<file path="src/rtl/mem_port_arbiter.sv">
// Single-port memory arbiter between instruction fetch and load/store.
// Data side wins by default; a streak counter guarantees fetch a slot.
module mem_port_arbiter #(
    parameter int ADDR_WIDTH      = 32,
    parameter int DATA_WIDTH      = 32,
    parameter int MEM_LATENCY     = 2,
    parameter int MAX_DATA_STREAK = 4
) (
    input  logic                    Clk,
    input  logic                    Reset_n,
    input  logic                    IF_Req,
    input  logic [ADDR_WIDTH-1:0]   IF_Addr,
    input  logic                    IF_Abort,
    output logic                    IF_Ack,
    output logic [DATA_WIDTH-1:0]   IF_Rdata,
    output logic                    IF_Stall,
    input  logic                    D_Req,
    input  logic                    D_We,
    input  logic [DATA_WIDTH/8-1:0] D_Be,
    input  logic [ADDR_WIDTH-1:0]   D_Addr,
    input  logic [DATA_WIDTH-1:0]   D_Wdata,
    output logic                    D_Ack,
    output logic [DATA_WIDTH-1:0]   D_Rdata,
    output logic                    D_Stall,
    output logic                    Mem_En,
    output logic                    Mem_We,
    output logic [DATA_WIDTH/8-1:0] Mem_Be,
    output logic [ADDR_WIDTH-1:0]   Mem_Addr,
    output logic [DATA_WIDTH-1:0]   Mem_Wdata,
    input  logic [DATA_WIDTH-1:0]   Mem_Rdata
);
    localparam int BW = DATA_WIDTH / 8;
    localparam int CW = $clog2(MEM_LATENCY + 1);
    localparam int SW = $clog2(MAX_DATA_STREAK + 1);
    localparam logic [CW-1:0] LAT_CNT    = CW'(MEM_LATENCY);
    localparam logic [SW-1:0] STREAK_MAX = SW'(MAX_DATA_STREAK);

    typedef enum logic [1:0] {
        S_IDLE    = 2'd0,
        S_BUSY_D  = 2'd1,
        S_BUSY_IF = 2'd2
    } state_t;

    state_t          r_state, w_state_nxt;
    logic [CW-1:0]   r_wait_cnt;
    logic [SW-1:0]   r_streak;
    logic            r_drop;
    logic            r_mem_we;
    logic [BW-1:0]   r_mem_be;
    logic [ADDR_WIDTH-1:0] r_mem_addr;
    logic [DATA_WIDTH-1:0] r_mem_wdata;

    logic w_if_live, w_busy, w_done, w_grant_d, w_grant_if;

    assign w_if_live = IF_Req & ~IF_Abort;
    assign w_busy    = (r_state != S_IDLE);
    assign w_done    = w_busy && (r_wait_cnt == LAT_CNT);

    always_ff @(posedge Clk) begin
        if (!Reset_n) r_state <= S_IDLE;
        else          r_state <= w_state_nxt;
    end

    always_comb begin
        w_state_nxt = r_state;
        w_grant_d   = 1'b0;
        w_grant_if  = 1'b0;
        case (r_state)
            S_IDLE: begin
                // Fetch wins only once the data side has used up its streak.
                if (D_Req && !(w_if_live && r_streak == STREAK_MAX)) begin
                    w_grant_d   = 1'b1;
                    w_state_nxt = S_BUSY_D;
                end else if (w_if_live) begin
                    w_grant_if  = 1'b1;
                    w_state_nxt = S_BUSY_IF;
                end
            end
            S_BUSY_D, S_BUSY_IF: begin
                if (w_done) w_state_nxt = S_IDLE;
            end
            default: w_state_nxt = S_IDLE;
        endcase
    end

    always_ff @(posedge Clk) begin
        if (!Reset_n) begin
            r_wait_cnt  <= '0;
            r_streak    <= '0;
            r_drop      <= 1'b0;
            r_mem_we    <= 1'b0;
            r_mem_be    <= '0;
            r_mem_addr  <= '0;
            r_mem_wdata <= '0;
        end else begin
            if (w_grant_d) begin
                r_wait_cnt  <= '0;
                r_mem_we    <= D_We;
                r_mem_be    <= D_Be;
                r_mem_addr  <= D_Addr;
                r_mem_wdata <= D_Wdata;
            end else if (w_grant_if) begin
                r_wait_cnt  <= '0;
                r_mem_we    <= 1'b0;
                r_mem_be    <= '1;
                r_mem_addr  <= IF_Addr;
                r_mem_wdata <= '0;
            end else if (w_done) begin
                r_wait_cnt  <= '0;
                r_mem_we    <= 1'b0;
                r_mem_be    <= '0;
                r_mem_addr  <= '0;
                r_mem_wdata <= '0;
            end else if (w_busy) begin
                r_wait_cnt  <= r_wait_cnt + CW'(1);
            end

            if (w_grant_d) begin
                if (!IF_Req)                      r_streak <= '0;
                else if (r_streak != STREAK_MAX)  r_streak <= r_streak + SW'(1);
            end else if (w_grant_if) begin
                r_streak <= '0;
            end

            // The redirected fetch still occupies the port; only its ack is lost.
            if (w_done)                                r_drop <= 1'b0;
            else if (r_state == S_BUSY_IF && IF_Abort) r_drop <= 1'b1;
        end
    end

    assign Mem_En    = w_busy && (r_wait_cnt == '0);
    assign Mem_We    = r_mem_we;
    assign Mem_Be    = r_mem_be;
    assign Mem_Addr  = r_mem_addr;
    assign Mem_Wdata = r_mem_wdata;

    assign D_Ack    = (r_state == S_BUSY_D) && w_done;
    assign IF_Ack   = (r_state == S_BUSY_IF) && w_done && !r_drop && !IF_Abort;
    assign D_Rdata  = Mem_Rdata;
    assign IF_Rdata = Mem_Rdata;
    assign D_Stall  = D_Req & ~D_Ack;
    assign IF_Stall = IF_Req & ~IF_Ack;

endmodule
</file>
<file path="config.mk">
export PLATFORM = sky130hd
export DESIGN_NAME = mem_port_arbiter
export DESIGN_NICKNAME = d
export VERILOG_FILES = /design/src/rtl/mem_port_arbiter.sv
export SDC_FILE = /design/constraint.sdc
export NUM_CORES = 1
export LEC_CHECK = 0
export BUFFER_PORTS_ARGS = -buffer_cell sky130_fd_sc_hd__buf_2
export CAP_MARGIN = 30
export CORE_AREA = 2 2 107 109
export DETAILED_ROUTE_END_ITERATION = 16
export DIE_AREA = 0 0 109 111
export PLACE_DENSITY = 0.68
export SKIP_CTS_REPAIR_TIMING = 1
export SYNTH_ARGS = -nofsm -noshare
export SYNTH_HDL_FRONTEND = slang
export SYNTH_SLANG_ARGS = --single-unit
</file>
<file path="constraint.sdc">
create_clock -name Clk -period 3 [get_ports Clk]
set_input_delay 0.6 -clock Clk [delete_from_list [all_inputs] [get_ports Clk]]
set_output_delay 0.6 -clock Clk [all_outputs]
set_load 0.01 [all_outputs]
</file>
Word-level counts from Yosys, hierarchy flattened --
Index checks and enable logic that the tools add are counted. W data, S select, Z words.
Storage, ports and cells: register bits 77, input bits 138, output and inout port bits 138, word-level logic and storage cells 71
Operators by class: $add $sub $neg 2, equal/unequal tests 8, muxes and demuxes 24, bitwise logic cells 7, reduce and logical (&&, ||, !) cells 22
Operators by type and width (count):
- $mux W32 | 5
- $mux W3 | 4
- $mux W4 | 3
- $logic_and A1 B1 Y1 | 9
- $mux W1 | 8
- $mux W2 | 3
- $ne A3 B3 Y1 const B | 2
- $eq A2 B2 Y1 const B | 2
- $logic_not A2 Y1 | 2
- $not A1 Y1 | 4
- $pmux W2 S2 | 1
- $reduce_and A2 Y1 | 2
- $reduce_bool A2 Y1 | 2
- $reduce_or A2 Y1 | 2
- $reduce_or A4 Y1 | 1
- $add A3 B1 Y3 const B | 1
- $and A1 B1 Y1 | 3
- $eq A3 B3 Y1 const B | 1
- $logic_not A1 Y1 | 3
- $ne A3 B2 Y1 const B | 1
- $reduce_bool A3 Y1 | 1
- $add A2 B1 Y2 const B | 1
- $eq A2 B1 Y1 const B | 1
- $ne A2 B2 Y1 const B | 1

Longest topological paths before layout --
Gate-level depths: netlist (run 1).
word-level depth 9, mapped depth 9, depth with buffers taken out 6

Worst setup path after synthesis (run 1) --
Ideal clock, no wire load.
path kind reg-to-output, start point register r_state[0], end point output IF_Stall, arrival time 1.718 ns, required time 2.400 ns, path slack 0.682 ns, stages on the path, launching flop included 7, buffers on the path 1, cell sequence dfxtp_1 > inv_1 > ha_1 > buf_2 > nand2b_1 > nor4b_1 > nor2b_1
Between the ends: cells in the longest elaborated chain, start to end 7, elaborated cells on any way between the ends 8, classes of those cells eq/ne: 1; bitwise: 2; reduce/logical: 5
RTL lines:
- from (decl) | line 44 | state_t r_state, w_state_nxt;
- from (signal assigned) | line 61 | else r_state <= w_state_nxt;
- $reduce_bool A2 Y1 | line 56 | assign w_busy = (r_state != S_IDLE);
- $logic_and A1 B1 Y1 | line 57 | assign w_done = w_busy && (r_wait_cnt == LAT_CNT);
- $logic_and A1 B1 Y1 * (3 in series) | line 138 | assign IF_Ack = (r_state == S_BUSY_IF) && w_done && !r_drop && !IF_Abort;
- via IF_Ack | line 14 | output logic IF_Ack,
- $not A1 Y1 * | line 142 | assign IF_Stall = IF_Req & ~IF_Ack;
- $and A1 B1 Y1 * | line 142
- to (decl) | line 16 | output logic IF_Stall,
Mark *: on every way through the listed nets, which the timed path passes. The rest lies on a longest branch.

Final worst setup path (run 1) --
start point register r_state[0], end point output IF_Stall
Between the ends: cells in the longest elaborated chain, start to end 7, elaborated cells on any way between the ends 8, classes of those cells eq/ne: 1; bitwise: 2; reduce/logical: 5
RTL lines (line):
- $reduce_bool A2 Y1 | 56
- $logic_and A1 B1 Y1 | 57
- $logic_and A1 B1 Y1 * (3 in series) | 138
- $not A1 Y1 * | 142
- $and A1 B1 Y1 * | 142
Every way passes the cells marked *; elsewhere a longest branch is shown, timed or not.

==> results of run 1 <==
[through the flow]
| stage | utilization [%] | std cells | power, uW | hold slack (ps) | cell area (um2) |
|---|---|---|---|---|---|
| after floorplan | - | 376 | 2780 | 449 | 3560 |
| after global placement | 36.4 | 612 | 3230 | 455 | 4040 |
| after detailed placement | 36.7 | 613 | 3280 | 458 | 4060 |
| after CTS | 39.4 | 629 | 4450 | 448 | 4370 |
| after global routing | 39.4 | 629 | 4720 | 453 | 4370 |
| final | 39.4 | 629 | 4390 | 468 | 4370 |
[power by group]
part | internal [uW] | switching (uW)
registers | 1350 | 157
clock network | 659 | 470
logic | 733 | 1030
total | 2740 | 1650
[how the worst min path moves through the flow]
stage,to,slack (ps),depth (start not counted),startpoint
detailed placement,Mem_Wdata[10]$_SDFFE_PN0P_,460,1,Mem_Wdata[10]$_SDFFE_PN0P_
CTS,Mem_Wdata[29]$_SDFFE_PN0P_,450,2,D_Wdata[29]
global route,Mem_Wdata[3]$_SDFFE_PN0P_,450,2,D_Wdata[3]
floorplan,r_streak[2]$_SDFFE_PN0P_,450,1,r_streak[2]$_SDFFE_PN0P_
finish,Mem_Wdata[19]$_SDFFE_PN0P_,470,2,D_Wdata[19]
global placement,Mem_Wdata[0]$_SDFFE_PN0P_,460,1,Mem_Wdata[0]$_SDFFE_PN0P_
[registers in the layout (all words and copies together) (netlist names)]
signal / cells
Mem_Addr: 32
Mem_Be: 4
Mem_Wdata: 32
Mem_We: 1
r_drop: 1
r_state: 2
r_streak: 3
r_wait_cnt: 2
[cell families (layout without fill, tap and decap cells)]
group / after synthesis / count (layout)
adder cells (fa/ha/maj): 7 / 7
multiplexers: 3 / 3
flip-flops: 77 / 77
AND/OR/NAND/NOR: 68 / 68
AO/OA/AOI/OAI: 119 / 119
XOR/XNOR: 1 / 1
buffers and inverters: 101 / 211
[metal layers]
layer	vias to the layer above	global-route usage (%)	wire [um]
li1	1496	-	-
met1	1379	16.8	3830
met2	142	25.4	4470
met3	40	7.58	1020
met4	0	9.23	354
met5	-	0	0
[critical path, delay by kind of cell (launching register included)]
| family | cells | cell delay, ps |
|---|---|---|
| adder cells (fa/ha/maj) | 1 | 330 |
| buffers and inverters | 2 | 220 |
| AND/OR/NAND/NOR | 3 | 830 |
| flip-flops | 1 | 350 |
[synthesized netlist by cell type, types with 2 or more instances]
| library cell | number | area share [%] |
|---|---|---|
| ha_1 | 7 | 2.5 |
| a31oi_1 | 2 | 0.35 |
| nand2_1 | 9 | 0.95 |
| buf_2 | 6 | 0.84 |
| inv_1 | 8 | 0.84 |
| a21oi_1 | 3 | 0.42 |
| a21o_1 | 5 | 1.1 |
| buf_6 | 7 | 2.2 |
| buf_4 | 67 | 14 |
| nand2b_1 | 2 | 0.35 |
| a221oi_1 | 32 | 7.9 |
| o21a_1 | 4 | 0.84 |
| o21ai_0 | 33 | 4.6 |
| clkbuf_1 | 13 | 1.4 |
| mux2i_1 | 3 | 0.84 |
| nor2b_1 | 6 | 1.1 |
| a22o_1 | 33 | 8.1 |
| nand4_1 | 2 | 0.35 |
| dfxtp_1 | 77 | 43 |
| and2_1 | 2 | 0.35 |
| nor2_1 | 42 | 4.4 |
[final cells by class]
type                       count  area [um2]
multi-input combinational    198        1340
clock buffer                   9         225
clock inverter                 7        80.1
fill                        1081        6710
tap                          143         179
inverter                       8        30.0
timing repair buffer         187         976
sequential                    77        1540
==> flow_summary.ini, run 1 <==
[status]
status = finished clean

[yosys]
syn-num-nets = 521
synth-simple-area-share_pct = 8.60
synthesis.area_um2 = 3560
synth-xor-area-share_pct = 0.246
ys.flop_type = dfxtp_1
synth_cells = 376
ys_seq_elements = 77
synth_compound_area_share_pct = 25.2
ys_async_sr_fraction_pct = 0
yosysSeqAreaShare_pct = 43.2
synth-edff-count = 0
synth_cell_types = 34
synth.yosys.warnings = 0
synth_top_family_by_area = compound AO/OA/AOI/OAI gates
muxShareOfSynthArea_pct = 0.842
avgSynthCellArea_um2 = 9.48
yosys.area_share.adder_pct = 2.46

[sta]
worst_slack_ps = 332
hold_violations = 0
fin_worst_skew_ps = 6.20
timing.final.crit_period_ps = 2670
maxSlewHeadroom_pct = 65.6
finalSetupViolCount = 0
rsz0062_at_grt = false
worstMarginPinSlew_ps = 515
timing.fmax_ghz = 0.375
final.setup.tns_ps = 0
drv_slew = 0
period_share_pct = 88.9

[critical_path]
cp-start-kind = flop
critPathMaxStageDelay_ps = 420
crit_start = r_state[0]$_SDFFE_PN0P_
critPathArrivalTime_ps = 2070
path_cells = inv_1, ha_1, nand2b_1, nor4b_1, nor2b_1, buf_2
cp.required_ps = 2400
crit_fanout = 12
cp_slowest_cell = nor4b_1
critical_path_class = reg2out
r2r_start = r_streak[0]$_SDFFE_PN0P_
crit_end = IF_Stall
reg2reg_to = Mem_Addr[15]$_SDFFE_PN0P_
worst-r2r-setup-slack_ps = 950
r2r_cells = 7
end_kind = output port

[routing]
viasPerCell = 4.86
drt_iter0_drc = 191
drc_errors = 0
routed_wl_mm = 9.67
dr_total_vias = 3057
wl_per_cell_um = 15.4
ant_nets = 0
drt-pass1-iter-count = 4

[min_path]
hp-class = in2reg

[floorplan]
start_util_pct = 32.2
io_pins = 276
row_count = 39
dieArea_um2 = 12100
fp.dieW_um = 109
coreArea_um2 = 11100
die_h_um = 111

[power]
p_leak_uw = 0.00216
vdd_drop_max_mv = 0.364
p_per_area_nw_per_um2 = 1010

[run]
max_cap_violations = 0

[placed_design]
dp_hpwl_mm = 6.69
gp_congestion = 0.742
place_ws_ps = 681
port_buffers = 179

[global_route]
grt_overflow = 0
grt_pass1_vias = 2951
grt_use_total_pct = 15.9
grt_max_degree = 42
grt_first_pass_wirelength_mm = 14.6
antenna_found_initial = 0

[finish]
drive_above_1_share_pct = 42.4
mostFrequentLayoutCells = buf_2, dfxtp_1, nor2_1
syn_to_final_growth_pct = 22.5
final_common_cell = buf_2
antenna_cells = 0
nets = 626

[clock_tree]
cts_buffer_depth = 2
cts_sinks = 77
cts_root_buf = clkbuf_16
cts_buffers = 9
clock_latency_ps = 340
clkTransAtPathRegs_ps = 70
cts_tree = built
htree_levels = 3
Note: power is estimated with default switching activity, not from simulation.
==> run 2: changes to the inputs <==
- GPL_TIMING_DRIVEN: default -> 0
==> flow_summary.ini, run 2 (synthesis results as in run 1) <==
[placed_design]
gp_congestion = 0.776
dp_hpwl_mm = 9.02
port_buffers = 243
place_ws_ps = 697

[global_route]
grt_overflow = 0
grt_pass1_vias = 3577
grt_use_total_pct = 18.5
antenna_found_initial = 0
grt_max_degree = 15
grt_first_pass_wirelength_mm = 17.5

[finish]
final_common_cell = buf_2
multi_input_area_um2 = 1330
drive_above_1_share_pct = 53.5
fill_cells = 1091
mostFrequentLayoutCells = buf_2, dfxtp_1, buf_4
final_core_util_pct = 47.5
syn_to_final_growth_pct = 47.6
antenna_cells = 0
seqCellArea_um2 = 1540
nets = 775

[critical_path]
cp.required_ps = 2400
r2r_start = r_streak[0]$_SDFFE_PN0P_
r2r_cells = 8
critical_path_class = reg2out
worst-r2r-setup-slack_ps = 860
end_kind = output port
cp-start-kind = flop
critPathArrivalTime_ps = 2060
reg2reg_to = Mem_Addr[16]$_SDFFE_PN0P_
crit_fanout = 10

[clock_tree]
cts_buffers = 9
cts_tree = built
cts_sinks = 77
htree_levels = 3
clkTransAtPathRegs_ps = 60
clock_latency_ps = 340
cts_buffer_depth = 2
cts_root_buf = clkbuf_16

[run]
max_cap_violations = 0

[power]
vdd_drop_max_mv = 0.462
p_per_area_nw_per_um2 = 875
p_leak_uw = 0.00277

[floorplan]
fp.dieW_um = 109
start_util_pct = 32.2
row_count = 39
dieArea_um2 = 12100
io_pins = 276
die_h_um = 111
coreArea_um2 = 11100

[min_path]
whs_endpoint = Mem_Wdata[2]$_SDFFE_PN0P_
worstHoldStart = D_Wdata[2]
hp-class = in2reg
worst_hold_path.num_cells = 2

[sta]
maxSlewHeadroom_pct = 68.2
rsz0062_at_grt = false
timing.final.crit_period_ps = 2660
holdWs_ps = 471
drv_slew = 0
fin_worst_skew_ps = 6.93
hold_violations = 0
final.setup.tns_ps = 0
worst_slack_ps = 345
worstMarginPinSlew_ps = 478
timing.fmax_ghz = 0.377
period_share_pct = 88.5
finalSetupViolCount = 0

[routing]
ant_nets = 0
drc_errors = 0
drt_iter0_drc = 253
routed_wl_mm = 11.4
viasPerCell = 4.68
dr_total_vias = 3642
drt-pass1-iter-count = 4
wl_per_cell_um = 14.7

[status]
status = finished clean
-- run 2: changes by cell type in the layout (fill, tap and decap cells not counted), moves of 7 or more --
cell	previous run	this run
clkbuf_1	0	14
buf_4	7	67
buf_6	0	7
buf_2	179	249
-- run 2: how the worst max path moves through the flow --
stage	start	endpoint	slack, ps
final	r_state[0]$_SDFFE_PN0P_	IF_Stall	340
after global placement	r_state[0]$_SDFFE_PN0P_	IF_Stall	710
after CTS	r_state[0]$_SDFFE_PN0P_	IF_Stall	310
after floorplan	r_state[0]$_SDFFE_PN0P_	IF_Stall	680
after detailed placement	r_state[0]$_SDFFE_PN0P_	IF_Stall	700
after global routing	r_state[0]$_SDFFE_PN0P_	IF_Stall	120
-- run 2: where the power goes --
| part | switching (uW) | internal (uW) |
|---|---|---|
| clock | 454 | 653 |
| combinational | 1130 | 867 |
| sequential | 155 | 1350 |
-- run 2: cell type report --
type                    count  share of cell area, %
flip-flops and latches     77                   29.3
multi-input cells         198                   25.3
repair buffers            243                   23.1
plain buffers              93                   12.6
clock buffers              10                   4.35
well taps                 143                   3.40
clock inverters             6                   1.36
inverters                   8                  0.571
-- run 2: worst max-delay path, stage by stage, from the launching register on --
cell and delay (ps):
dfxtp_1 360, inv_1 80, ha_1 220, buf_2 180, nand2b_1 270, nor4b_1 390
nor2b_1 80, buf_2 140
-- run 2: per-stage QoR --
step / cells / area (um2) / power [uW]
global placement: 762 / 4960 / 3470
CTS: 778 / 5260 / 4660
detailed placement: 762 / 4960 / 3530
floorplan: 376 / 3560 / 2780
finish: 778 / 5260 / 4600
global route: 778 / 5260 / 4940
-- run 2: per-layer routing --
layer / wire length [um] / vias to the layer above / GRT usage [%]
met2: 5870 / 181 / 33.7
met5: 0 / - / 0
met1: 4160 / 1665 / 19.2
met3: 1280 / 12 / 7.35
li1: - / 1784 / -
met4: 113 / 0 / 5.47
